--- src/rtl/sti_pkg.sv ---
// rtl/sti_pkg.sv - shared types and helpers for the serial byte packer
package sti_pkg;

  localparam int BYTE_W = 8;

  typedef enum logic [1:0] {
    RUN   = 2'd0,
    DRAIN = 2'd1,
    DONE  = 2'd2
  } pack_state_t;

  function automatic logic even_par(input logic [BYTE_W-1:0] b);
    return ^b;
  endfunction

  // n valid bits sit in the LSBs of v; move them to the top and zero-fill below
  function automatic logic [BYTE_W-1:0] left_align(input logic [BYTE_W-1:0] v, input logic [2:0] n);
    return v << (4'd8 - {1'b0, n});
  endfunction

endpackage

--- src/rtl/sti_byte_packer_if.sv ---
// rtl/sti_byte_packer_if.sv - serial input, byte handshake and status bundle of the packer
interface sti_byte_packer_if #(
  parameter int AW = 2
);
  import sti_pkg::*;

  logic              so_data;
  logic              so_valid;
  logic              stream_end;
  logic [BYTE_W-1:0] byte_data;
  logic              byte_valid;
  logic              byte_ready;
  logic              byte_par;
  logic [7:0]        byte_cnt;
  logic [AW:0]       fifo_level;
  logic              overflow;
  logic              proto_err;
  logic              pack_done;

  modport master (
    input  so_data, so_valid, stream_end, byte_ready,
    output byte_data, byte_valid, byte_par, byte_cnt, fifo_level, overflow, proto_err, pack_done
  );

  modport slave (
    output so_data, so_valid, stream_end, byte_ready,
    input  byte_data, byte_valid, byte_par, byte_cnt, fifo_level, overflow, proto_err, pack_done
  );

endinterface

--- src/rtl/sti_sync_fifo.sv ---
// rtl/sti_sync_fifo.sv - synchronous FIFO with a registered head word
module sti_sync_fifo #(
  parameter int WIDTH = 8,
  parameter int DEPTH = 4,
  parameter int AW    = 2
) (
  input  logic             clk,
  input  logic             reset,
  input  logic             push_i,
  input  logic [WIDTH-1:0] wdata_i,
  input  logic             pop_i,
  output logic [WIDTH-1:0] head_o,
  output logic             full_o,
  output logic             empty_o,
  output logic [AW:0]      level_o
);

  localparam logic [AW:0] LVL_FULL = (AW+1)'(DEPTH);
  localparam logic [AW:0] LVL_ONE  = (AW+1)'(1);

  logic [WIDTH-1:0] mem [DEPTH];
  logic [AW-1:0]    rd_q, rd_d, wr_q, wr_d, rd_nx;
  logic [AW:0]      cnt_q, cnt_d;
  logic [WIDTH-1:0] head_q, head_d;
  logic             do_pop, do_push;

  assign empty_o = (cnt_q == '0);
  assign full_o  = (cnt_q == LVL_FULL);
  assign do_pop  = pop_i & ~empty_o;
  // a full FIFO still accepts a write when the head leaves on the same edge
  assign do_push = push_i & (~full_o | do_pop);
  assign rd_nx   = rd_q + 1'b1;

  always_comb begin
    rd_d   = rd_q;
    wr_d   = wr_q;
    cnt_d  = cnt_q;
    head_d = head_q;
    if (do_push) wr_d = wr_q + 1'b1;
    if (do_pop)  rd_d = rd_nx;
    if (do_push && !do_pop) cnt_d = cnt_q + 1'b1;
    if (do_pop && !do_push) cnt_d = cnt_q - 1'b1;
    if (do_pop) begin
      if (cnt_q == LVL_ONE) head_d = do_push ? wdata_i : head_q;
      else                  head_d = mem[rd_nx];
    end else if (empty_o && do_push) begin
      head_d = wdata_i;
    end
  end

  always_ff @(posedge clk) begin
    if (do_push) mem[wr_q] <= wdata_i;
  end

  always_ff @(posedge clk or posedge reset) begin
    if (reset) begin
      rd_q   <= '0;
      wr_q   <= '0;
      cnt_q  <= '0;
      head_q <= '0;
    end else begin
      rd_q   <= rd_d;
      wr_q   <= wr_d;
      cnt_q  <= cnt_d;
      head_q <= head_d;
    end
  end

  assign head_o  = head_q;
  assign level_o = cnt_q;

endmodule

--- src/rtl/sti_byte_packer.sv ---
// rtl/sti_byte_packer.sv - MSB-first bit-to-byte packer with output FIFO
// STI_PACK_PARITY_EN stores even parity with each byte and drives byte_par.
module sti_byte_packer
  import sti_pkg::*;
#(
  parameter int DEPTH = 4,
  parameter int AW    = 2
) (
  input logic               clk,
  input logic               reset,
  sti_byte_packer_if.master bus
);

`ifdef STI_PACK_PARITY_EN
  localparam int FW = BYTE_W + 1;
`else
  localparam int FW = BYTE_W;
`endif

  localparam logic [AW:0] LVL_ONE = (AW+1)'(1);

  pack_state_t       state_q, state_d;
  logic [BYTE_W-1:0] sreg_q, sreg_d;
  logic [2:0]        bit_q, bit_d;
  logic [7:0]        cnt_q, cnt_d;
  logic              ovf_q, ovf_d;
  logic              perr_q, perr_d;
  logic              push;
  logic [BYTE_W-1:0] push_data;
  logic [BYTE_W-1:0] shifted;
  logic [FW-1:0]     fifo_wdata, fifo_head;
  logic              fifo_full, fifo_empty, pop;
  logic [AW:0]       fifo_level;

  assign pop     = bus.byte_ready & ~fifo_empty;
  assign shifted = {sreg_q[BYTE_W-2:0], bus.so_data};

  always_comb begin
    state_d   = state_q;
    sreg_d    = sreg_q;
    bit_d     = bit_q;
    cnt_d     = cnt_q;
    ovf_d     = ovf_q;
    perr_d    = perr_q;
    push      = 1'b0;
    push_data = shifted;
    case (state_q)
      RUN: begin
        if (bus.so_valid) begin
          sreg_d = shifted;
          bit_d  = bit_q + 3'd1;
          if (bit_q == 3'd7) push = 1'b1;
        end
        // bit_d already counts a coincident final bit, so a full byte never flushes twice
        if (bus.stream_end) begin
          state_d = DRAIN;
          if (bit_d != 3'd0) begin
            push      = 1'b1;
            push_data = left_align(sreg_d, bit_d);
          end
          sreg_d = '0;
          bit_d  = '0;
        end
      end
      DRAIN: begin
        if (bus.so_valid) perr_d = 1'b1;
        if (fifo_level == '0 || (fifo_level == LVL_ONE && pop)) state_d = DONE;
      end
      DONE: begin
        if (bus.so_valid) perr_d = 1'b1;
      end
      default: state_d = RUN;
    endcase
    if (push) cnt_d = cnt_q + 8'd1;
    if (push && fifo_full && !pop) ovf_d = 1'b1;
  end

  always_ff @(posedge clk or posedge reset) begin
    if (reset) begin
      state_q <= RUN;
      sreg_q  <= '0;
      bit_q   <= '0;
      cnt_q   <= '0;
      ovf_q   <= 1'b0;
      perr_q  <= 1'b0;
    end else begin
      state_q <= state_d;
      sreg_q  <= sreg_d;
      bit_q   <= bit_d;
      cnt_q   <= cnt_d;
      ovf_q   <= ovf_d;
      perr_q  <= perr_d;
    end
  end

`ifdef STI_PACK_PARITY_EN
  assign fifo_wdata   = {even_par(push_data), push_data};
  assign bus.byte_par = fifo_head[BYTE_W];
`else
  assign fifo_wdata   = push_data;
  assign bus.byte_par = 1'b0;
`endif

  sti_sync_fifo #(
    .WIDTH (FW),
    .DEPTH (DEPTH),
    .AW    (AW)
  ) u_fifo (
    .clk     (clk),
    .reset   (reset),
    .push_i  (push),
    .wdata_i (fifo_wdata),
    .pop_i   (pop),
    .head_o  (fifo_head),
    .full_o  (fifo_full),
    .empty_o (fifo_empty),
    .level_o (fifo_level)
  );

  assign bus.byte_data  = fifo_head[BYTE_W-1:0];
  assign bus.byte_valid = ~fifo_empty;
  assign bus.byte_cnt   = cnt_q;
  assign bus.fifo_level = fifo_level;
  assign bus.overflow   = ovf_q;
  assign bus.proto_err  = perr_q;
  assign bus.pack_done  = (state_q == DONE);

endmodule
--- src/flat_wrapper.sv ---
// flat-port wrapper written by rule: the top's interface ports become plain ports
module sti_byte_packer_flat import sti_pkg::*;
#(
  parameter int DEPTH = 4,
  parameter int AW    = 2
)
  (clk, reset, bus_so_data, bus_so_valid, bus_stream_end, bus_byte_ready, bus_byte_data, bus_byte_valid, bus_byte_par, bus_byte_cnt, bus_fifo_level, bus_overflow, bus_proto_err, bus_pack_done);
  sti_byte_packer_if #(.AW(AW)) bus_i ();
  input logic clk;
  input logic reset;
  input wire logic [$bits(bus_i.so_data)-1:0] bus_so_data;
  input wire logic [$bits(bus_i.so_valid)-1:0] bus_so_valid;
  input wire logic [$bits(bus_i.stream_end)-1:0] bus_stream_end;
  input wire logic [$bits(bus_i.byte_ready)-1:0] bus_byte_ready;
  output wire logic [$bits(bus_i.byte_data)-1:0] bus_byte_data;
  output wire logic [$bits(bus_i.byte_valid)-1:0] bus_byte_valid;
  output wire logic [$bits(bus_i.byte_par)-1:0] bus_byte_par;
  output wire logic [$bits(bus_i.byte_cnt)-1:0] bus_byte_cnt;
  output wire logic [$bits(bus_i.fifo_level)-1:0] bus_fifo_level;
  output wire logic [$bits(bus_i.overflow)-1:0] bus_overflow;
  output wire logic [$bits(bus_i.proto_err)-1:0] bus_proto_err;
  output wire logic [$bits(bus_i.pack_done)-1:0] bus_pack_done;
  assign bus_i.so_data = bus_so_data;
  assign bus_i.so_valid = bus_so_valid;
  assign bus_i.stream_end = bus_stream_end;
  assign bus_i.byte_ready = bus_byte_ready;
  assign bus_byte_data = bus_i.byte_data;
  assign bus_byte_valid = bus_i.byte_valid;
  assign bus_byte_par = bus_i.byte_par;
  assign bus_byte_cnt = bus_i.byte_cnt;
  assign bus_fifo_level = bus_i.fifo_level;
  assign bus_overflow = bus_i.overflow;
  assign bus_proto_err = bus_i.proto_err;
  assign bus_pack_done = bus_i.pack_done;
  sti_byte_packer #(.DEPTH(DEPTH), .AW(AW)) u_core (.clk(clk), .reset(reset), .bus(bus_i));
endmodule
--- config.mk ---
export PLATFORM = sky130hd
export DESIGN_NAME = sti_byte_packer_flat
export DESIGN_NICKNAME = d
export VERILOG_FILES = /design/src/rtl/sti_pkg.sv /design/src/rtl/sti_byte_packer_if.sv /design/src/rtl/sti_sync_fifo.sv /design/src/rtl/sti_byte_packer.sv /design/src/flat_wrapper.sv
export SDC_FILE = /design/constraint.sdc
export NUM_CORES = 1
export LEC_CHECK = 0
export CORE_UTILIZATION = 54
export CTS_BUF_LIST = sky130_fd_sc_hd__clkbuf_8
export DETAILED_ROUTE_END_ITERATION = 8
export PLACE_DENSITY = 0.87
export SLEW_MARGIN = 15
export SYNTH_ARGS = -nofsm -noshare
export SYNTH_HDL_FRONTEND = slang
export SYNTH_HIERARCHICAL = 1
export SYNTH_SLANG_ARGS = --single-unit
--- constraint.sdc ---
create_clock -name clk -period 2.8 [get_ports clk]
set_input_delay 0.42 -clock clk [delete_from_list [all_inputs] [get_ports clk]]
set_output_delay 0.42 -clock clk [all_outputs]
set_load 0.02 [all_outputs]
---- Word level (Yosys, flattened, before mapping) ----
Memories as Yosys holds them, arrays and structs flattened.
Index checks and enable logic that the tools add are counted.
cells by class
  $add $sub $neg .......................... 7
  eq/ne operators ......................... 8
  shifts and indexed selects .............. 1
  muxes and demuxes ....................... 25
  bitwise gates (word level) .............. 7
  reductions and logical operators ........ 19
operators with widths
  cell                 count
  $mux 8               10
  $mux 3               5
  $add 8x1->8 const B  1
  $shl 8x4->8          1
  $mux 1               7
  $add 3x1->3 const B  2
  $eq 3x3->1 const B   2
  $logic_and 1x1->1    6
  $pmux 2 s3           1
  $add 2x1->2 const B  2
  $mux 2               2
  $reduce_and 2->1     2
  $reduce_bool 2->1    2
  $sub 4x3->4 const A  1
  $and 1x1->1          3
  $eq 3x1->1 const B   1
  $logic_not 1->1      3
  $logic_not 3->1      1
  $ne 3x3->1 const B   1
  $not 1->1            3
  $reduce_and 3->1     1
  $reduce_bool 3->1    1
  $sub 3x1->3 const B  1
  $eq 2x1->1 const B   1
  7 further kinds      7
word-level totals
  register bits after elaboration ......... 38
  RAM bits ................................ 32
  input bits .............................. 6
  output and inout bits ................... 24
  logic and storage cells ................. 78
  memories ................................ 1
memories
  name               words  width  read ports  clocked after Yosys merged registers in  wr ports  line                 source
  u_core.u_fifo.mem  4      8      1           0                                        1         sti_sync_fifo.sv:21  logic [WIDTH-1:0] mem [DEPTH];

---- Longest topological paths before layout ----
  word-level depth ........................ 11
  mapped depth ............................ 14
  gate-level depth less buffers ........... 13

---- By module ----
The synthesis kept the hierarchy.
by module, submodules not included
  module           instances  cells an instance  area each (µm²)  seq. area each (µm²)
  sti_sync_fifo    1          116                1996.9           1336.3
  sti_byte_packer  1          161                1579.0           550.5

---- Worst setup path before layout ----
OpenSTA, ideal clock, no wires.
  path type ............................... flip-flop to flip-flop
  from .................................... reg u_core.bit_q[1]
  to ...................................... reg u_core.u_fifo.head_q[6] (netlist: u_core/u_fifo/head_o[6])
  data arrival time ....................... 2.980 ns
  data required time ...................... 2.677 ns
  slack ................................... -0.303 ns
  stages on the path, launching flop included .. 11
  clock period less this slack ............ 3.103 ns
  cells stage by stage .................... dfrtp_1 -> ha_1 -> clkbuf_2 -> nand2b_1 -> or2_2 -> o21ai_0 -> ha_1 -> or4_1 -> a32o_1 -> or3_1 -> o221a_2
between the ends
  word-level cells in the longest chain between the ends .. 11
  elaborated cells on any way between the ends .. 24
RTL lines
  item                      line                   source
  start: declaration        sti_byte_packer.sv:24  logic [2:0] bit_q, bit_d;
  start signal: assignment  sti_byte_packer.sv:89  bit_q <= bit_d;
  $add 3x1->3               sti_byte_packer.sv:51  bit_d = bit_q + 3'd1;
  $mux 3 (*)                sti_byte_packer.sv:49  if (bus.so_valid) begin
  $mux 3 (*)                sti_byte_packer.sv:47  case (state_q)
  $sub 4x3->4               sti_pkg.sv:18          return v << (4'd8 - {1'b0, n});
  $shl 8x4->8               sti_pkg.sv:18
  $mux 8 (*)                sti_byte_packer.sv:57  if (bit_d != 3'd0) begin
  $mux 8 (*)                sti_byte_packer.sv:55  if (bus.stream_end) begin
  $mux 8 (*)                sti_byte_packer.sv:47
  via u_core.fifo_wdata[6]  sti_byte_packer.sv:31  logic [FW-1:0] fifo_wdata, fifo_head;
  $mux 8 (2 in a row)       sti_sync_fifo.sv:44    if (cnt_q == LVL_ONE) head_d = do_push ? wdata_i : head_q;
  $mux 8 (*)                sti_sync_fifo.sv:43    if (do_pop) begin
  end signal: assignment    sti_sync_fifo.sv:60    head_q <= '0;
  end signal: assignment    sti_sync_fifo.sv:65    head_q <= head_d;
  end: declaration          sti_sync_fifo.sv:24    logic [WIDTH-1:0] head_q, head_d;
Mark *: on every way through the listed nets, which the timed path passes. The rest lies on a longest branch. The select of a mux whose other input is x is not followed.
A chain may end at the register's enable or synchronous reset.

---- Worst setup path in the final report ----
  from .................................... in bus_so_valid
  to ...................................... reg u_core.u_fifo.head_q[6] (netlist: u_core/u_fifo/head_o[6])
between the ends
  word-level cells in the longest chain between the ends .. 10
  elaborated cells on any way between the ends .. 23
RTL lines
  item                      line                   source
  start: declaration        flat_wrapper.sv:12     input wire logic [$bits(bus_i.so_valid)-1:0] bus_so_valid;
  $mux 3                    sti_byte_packer.sv:49
  $mux 3                    sti_byte_packer.sv:47
  $sub 4x3->4               sti_pkg.sv:18
  $shl 8x4->8               sti_pkg.sv:18
  $mux 8 (*)                sti_byte_packer.sv:57
  $mux 8 (*)                sti_byte_packer.sv:55
  $mux 8 (*)                sti_byte_packer.sv:47
  via u_core.fifo_wdata[6]  sti_byte_packer.sv:31
  $mux 8 (2 in a row)       sti_sync_fifo.sv:44
  $mux 8 (*)                sti_sync_fifo.sv:43
Marks and branches as above.

==> flow_metrics.py <==
metrics = {
    "grt": {
        "gr-usage-met1_pct": 29.9,
        "grt_pass1_vias": 2475,
        "global_route.peak_usage_layer": "met2",
        "grt_first_pass_wirelength_um": 12600,
        "number_of_antenna_violations_at_the_first_check_in_global_routing": 0,
        "largest_net_degree_at_the_start_of_global_routing": 23,
        "overflow": 0,
        "globalRouteMet3Util_pct": 5.17,
        "grt_usage_pct": 23.9,
        "grt.met2_usage_pct": 40.3,
    },
    "yosys": {
        "postSynth.asyncResetShare_pct": 53.6,
        "yosys.cell_types.count": 58,
        "yosysSeqAreaShare_pct": 52.8,
        "synth_warnings": 6,
        "synthesis.nets": 301,
        "synth_compound_gate_area_share_pct": 12.2,
        "synth_top_family_by_area": "compound AO/OA/AOI/OAI gates",
        "mux_contribution_to_synthesized_area_pct": 11.3,
        "synth.cell_area_mm2": 0.00358,
        "number_of_flops_mapped_to_enable_cells_by_yosys": 32,
        "synth_top_area_share_pct": 26.9,
        "synth_cells": 277,
        "yosys.area_share.adder_pct": 6.30,
        "post_synth_main_area_contributors": "edfxtp_1 (27%), dfrtp_1 (26%), ha_1 (6.3%)",
        "number_of_synthesized_register_bits": 69,
        "post_synth_xor_area_fraction_pct": 3.18,
        "synth-simple-area-share_pct": 10.4,
        "synthesis.area_per_instance_um2": 12.9,
        "synth_largest_area_cell": "edfxtp_1",
        "ys.flop_type": "dfrtp_1",
    },
    "cells_and_area": {
        "fillCellCount": 427,
        "layout-area-overhead-vs-synth_pct": 22.9,
        "finish.utilization_pct": 68.8,
        "final_net_count": 355,
        "drive_above_1_share_pct": 24.2,
        "num_antenna_cells": 0,
    },
    "route": {
        "routed-via-count": 2449,
        "detailedRoute.firstIterationViolations": 130,
        "drtPass1Iterations": 4,
        "drc": 0,
        "wl_um": 7630,
        "post_dr_wirelength_cell_um": 18.5,
        "route.detailed.vias_per_inst": 5.94,
        "postRouteAntennaNets": 0,
    },
    "clocking": {
        "worstSkewPairLatency_ns": 0.34,
        "clk_path_buf_depth": 2,
        "number_of_buffers_added_for_setup_after_cts": 0,
        "clock-root-buffer": "clkbuf_8",
        "cts-htree-levels": 3,
        "tritoncts_num_sinks": 69,
        "tritoncts_clock_tree": "built",
        "worst_setup_hold_path_clk_slew_ns": 0.07,
        "cts_made_buffers": 9,
    },
    "run_status": {
        "run_status": "completed",
    },
    "pwr": {
        "seqPwrFrac_pct": 34.6,
        "powerDensity_mw_per_mm2": 1060,
        "power.share.switching_pct": 36.4,
        "leakage_nw": 1.78,
        "power.share.clock_pct": 18.1,
        "p_comb_share_pct": 47.3,
        "power_switching_w": 0.00170,
        "fin_total_pwr_w": 0.00467,
        "peakVddDrop_v": 0.000966,
        "internal_power_w": 0.00297,
    },
    "timing": {
        "final_max_slew_viol_count": 0,
        "rsz0062_at_grt": "false",
        "setup_tns_ns": 0,
        "post-route-min-period_ns": 2.75,
        "final_min_period_over_clock_period_pct": 98.3,
        "fin_skew_ns": 0.00648,
        "worst_case_headroom_to_the_max_slew_limit_pct": 44.8,
        "actual_slew_at_the_worst_max_slew_pin_ns": 0.828,
        "finalSetupViolations": 0,
        "setup_ws_ns": 0.0484,
        "max_freq_ghz": 0.363,
        "finalHoldViolCount": 0,
    },
    "die": {
        "floorplan.initialDensity_pct": 56.0,
        "placeable_core_region_mm2": 0.00639,
        "boundaryPins": 30,
        "floorplan.die_area_mm2": 0.00695,
        "die_height_um": 83.4,
        "die_w_um": 83.4,
        "placement_rows": 29,
    },
    "placement": {
        "replace_congestion": 0.875,
        "port_buffer_cells": 28,
        "worst_slack_at_placement_ns": -0.280,
        "dp.final_hpwl_um": 5310,
    },
    "worst_hold_path": {
        "startpoint_of_the_worst_hold_path": "u_core/bus.overflow",
        "hold_path.class": "flip-flop to flip-flop",
        "worst_hold_path.num_cells": 1,
        "min_delay_endpoint": "u_core/bus.overflow",
    },
    "critical_path": {
        "ff2ff_path_depth": 9,
        "timing.critical_path.from_type": "primary input",
        "timing.critical_path.arrival_ns": 2.98,
        "timing.rr.end": "u_core/u_fifo/head_o[6]",
        "reg2reg_slack_ns": 0.06,
        "worstPathRequired_ns": 3.03,
        "startpoint_to_endpoint_class_of_the_critical_path": "primary input to flip-flop",
        "critical_path.max_fanout": 18,
        "worstSetupEndpointType": "flip-flop",
        "regToRegStartpoint": "u_core/bit_q[1]",
    },
    "flow_run": {
        "max_cap_viol_count": 0,
    },
}
## state kept, by name, summed over array words and instances (netlist names)
name / cells
u_core/bit_q: 3
u_core/bus.byte_cnt: 8
u_core/bus.overflow: 1
u_core/bus.proto_err: 1
u_core/sreg_q: 7
u_core/state_q: 2
u_core/u_fifo/head_o: 8
u_core/u_fifo/level_o: 3
u_core/u_fifo/mem: 32
u_core/u_fifo/rd_q: 2
u_core/u_fifo/wr_q: 2
## final cells by class
class                      instances  area, um^2  share of cell area, %
sequential                        69        1890                   42.9
tap                               77        96.3                   2.19
timing repair buffer              57         552                   12.6
clock inverter                     6        80.1                   1.82
clock buffer                       9         124                   2.82
inverter                          14        52.6                   1.20
multi-input combinational        180        1600                   36.5
## how the worst max path moves through the flow
stage | start | to | slack (ns) | cells after the start
after detailed placement | bus_so_valid | u_core/u_fifo/head_o[5] | -0.28 | 9
after global routing | u_core/bit_q[1] | u_core/u_fifo/head_o[6] | 0.0007 | 9
after floorplan | u_core/bit_q[1] | u_core/u_fifo/head_o[6] | -0.01 | 10
final | bus_so_valid | u_core/u_fifo/head_o[6] | 0.05 | 9
after CTS | u_core/bit_q[1] | u_core/u_fifo/head_o[6] | 0.02 | 8
after global placement | bus_so_valid | u_core/u_fifo/head_o[6] | -0.24 | 9
## stage by stage
stage,area [um^2],std cells,hold WS (ns)
6_report,4400,412,0.470
5_1_grt,4400,412,0.495
4_1_cts,4370,412,0.473
3_5_place_dp,4150,397,0.462
3_3_place_gp,4150,397,0.456
2_1_floorplan,3600,277,0.321
## cells by family after synthesis
group,count (synthesis)
buffers and inverters,28
AO/OA/AOI/OAI,54
multiplexers,26
adder cells (fa/ha/maj),18
flip-flops,69
AND/OR/NAND/NOR,68
other,1
XOR/XNOR,13
## worst max-delay path, cell delays in order
cell             delay, ns
clkdlybuf4s50_1       0.44
buf_12                0.17
or2_2                 0.29
o21ai_2               0.22
ha_4                  0.25
or4_1                 0.41
a32o_2                0.29
or3_1                 0.35
o221a_2               0.12
## synth_stat cells, drive strengths merged (2+ instances only)
cell / number
clkbuf: 6
nand2b: 7
nand2: 15
nand4: 5
a21oi: 5
a32o: 4
and2: 7
a22o: 8
o21ai: 9
mux2i: 7
mux4: 10
or2: 3
inv: 13
edfxtp: 32
nand3: 5
buf: 8
a211o: 2
and3: 2
o21a: 2
nor2: 7
mux2: 9
or3: 8
nor4: 2
nand3b: 2
xnor2: 10
ha: 18
nor2b: 2
o31ai: 2
xor2: 3
o22ai: 3
dfrtp: 37
o221a: 7
## layer usage
metal / routed length [um] / up-vias
met3: 315 / 13
met2: 3930 / 72
li1: - / 1158
met4: 139 / 0
met5: 0 / -
met1: 3250 / 1206
## power by group through the flow
stage	sequential (W)	combinational (W)	clock [W]
after floorplan	0.00166	0.00135	0
after global placement	0.00162	0.00208	0
after detailed placement	0.00163	0.00213	0
after CTS	0.00161	0.00217	0.000856
after global routing	0.00165	0.00240	0.000899
final	0.00161	0.00221	0.000847
## cell usage in the layout (no fill, tap or decap), drive strengths merged, types with 3 or more instances in the layout
master         instances
a22o                   8
and2                   7
clkinv                 3
mux2                   9
or2                    3
a32o                   4
xnor2                 10
ha                    18
xor2                   3
mux4                  10
buf                   29
nand3                  5
o221a                  7
o22ai                  3
edfxtp                32
clkdlybuf4s50         28
mux2i                  7
a21oi                  5
or3                    8
nand4                  5
inv                   14
nor2                   7
nand2b                 7
nand2                 15
dfrtp                 37
clkbuf                 9
o21ai                  9
## what timing repair did
item                                    in CTS  in global routing
hold buffers                                 0                  0
pin swaps                                    0                  1
endpoints found under the setup margin       1                  5
endpoints found under the hold margin        0                  0
resized for setup                            1                  6
No activity file was read; power rests on OpenSTA's default activity.
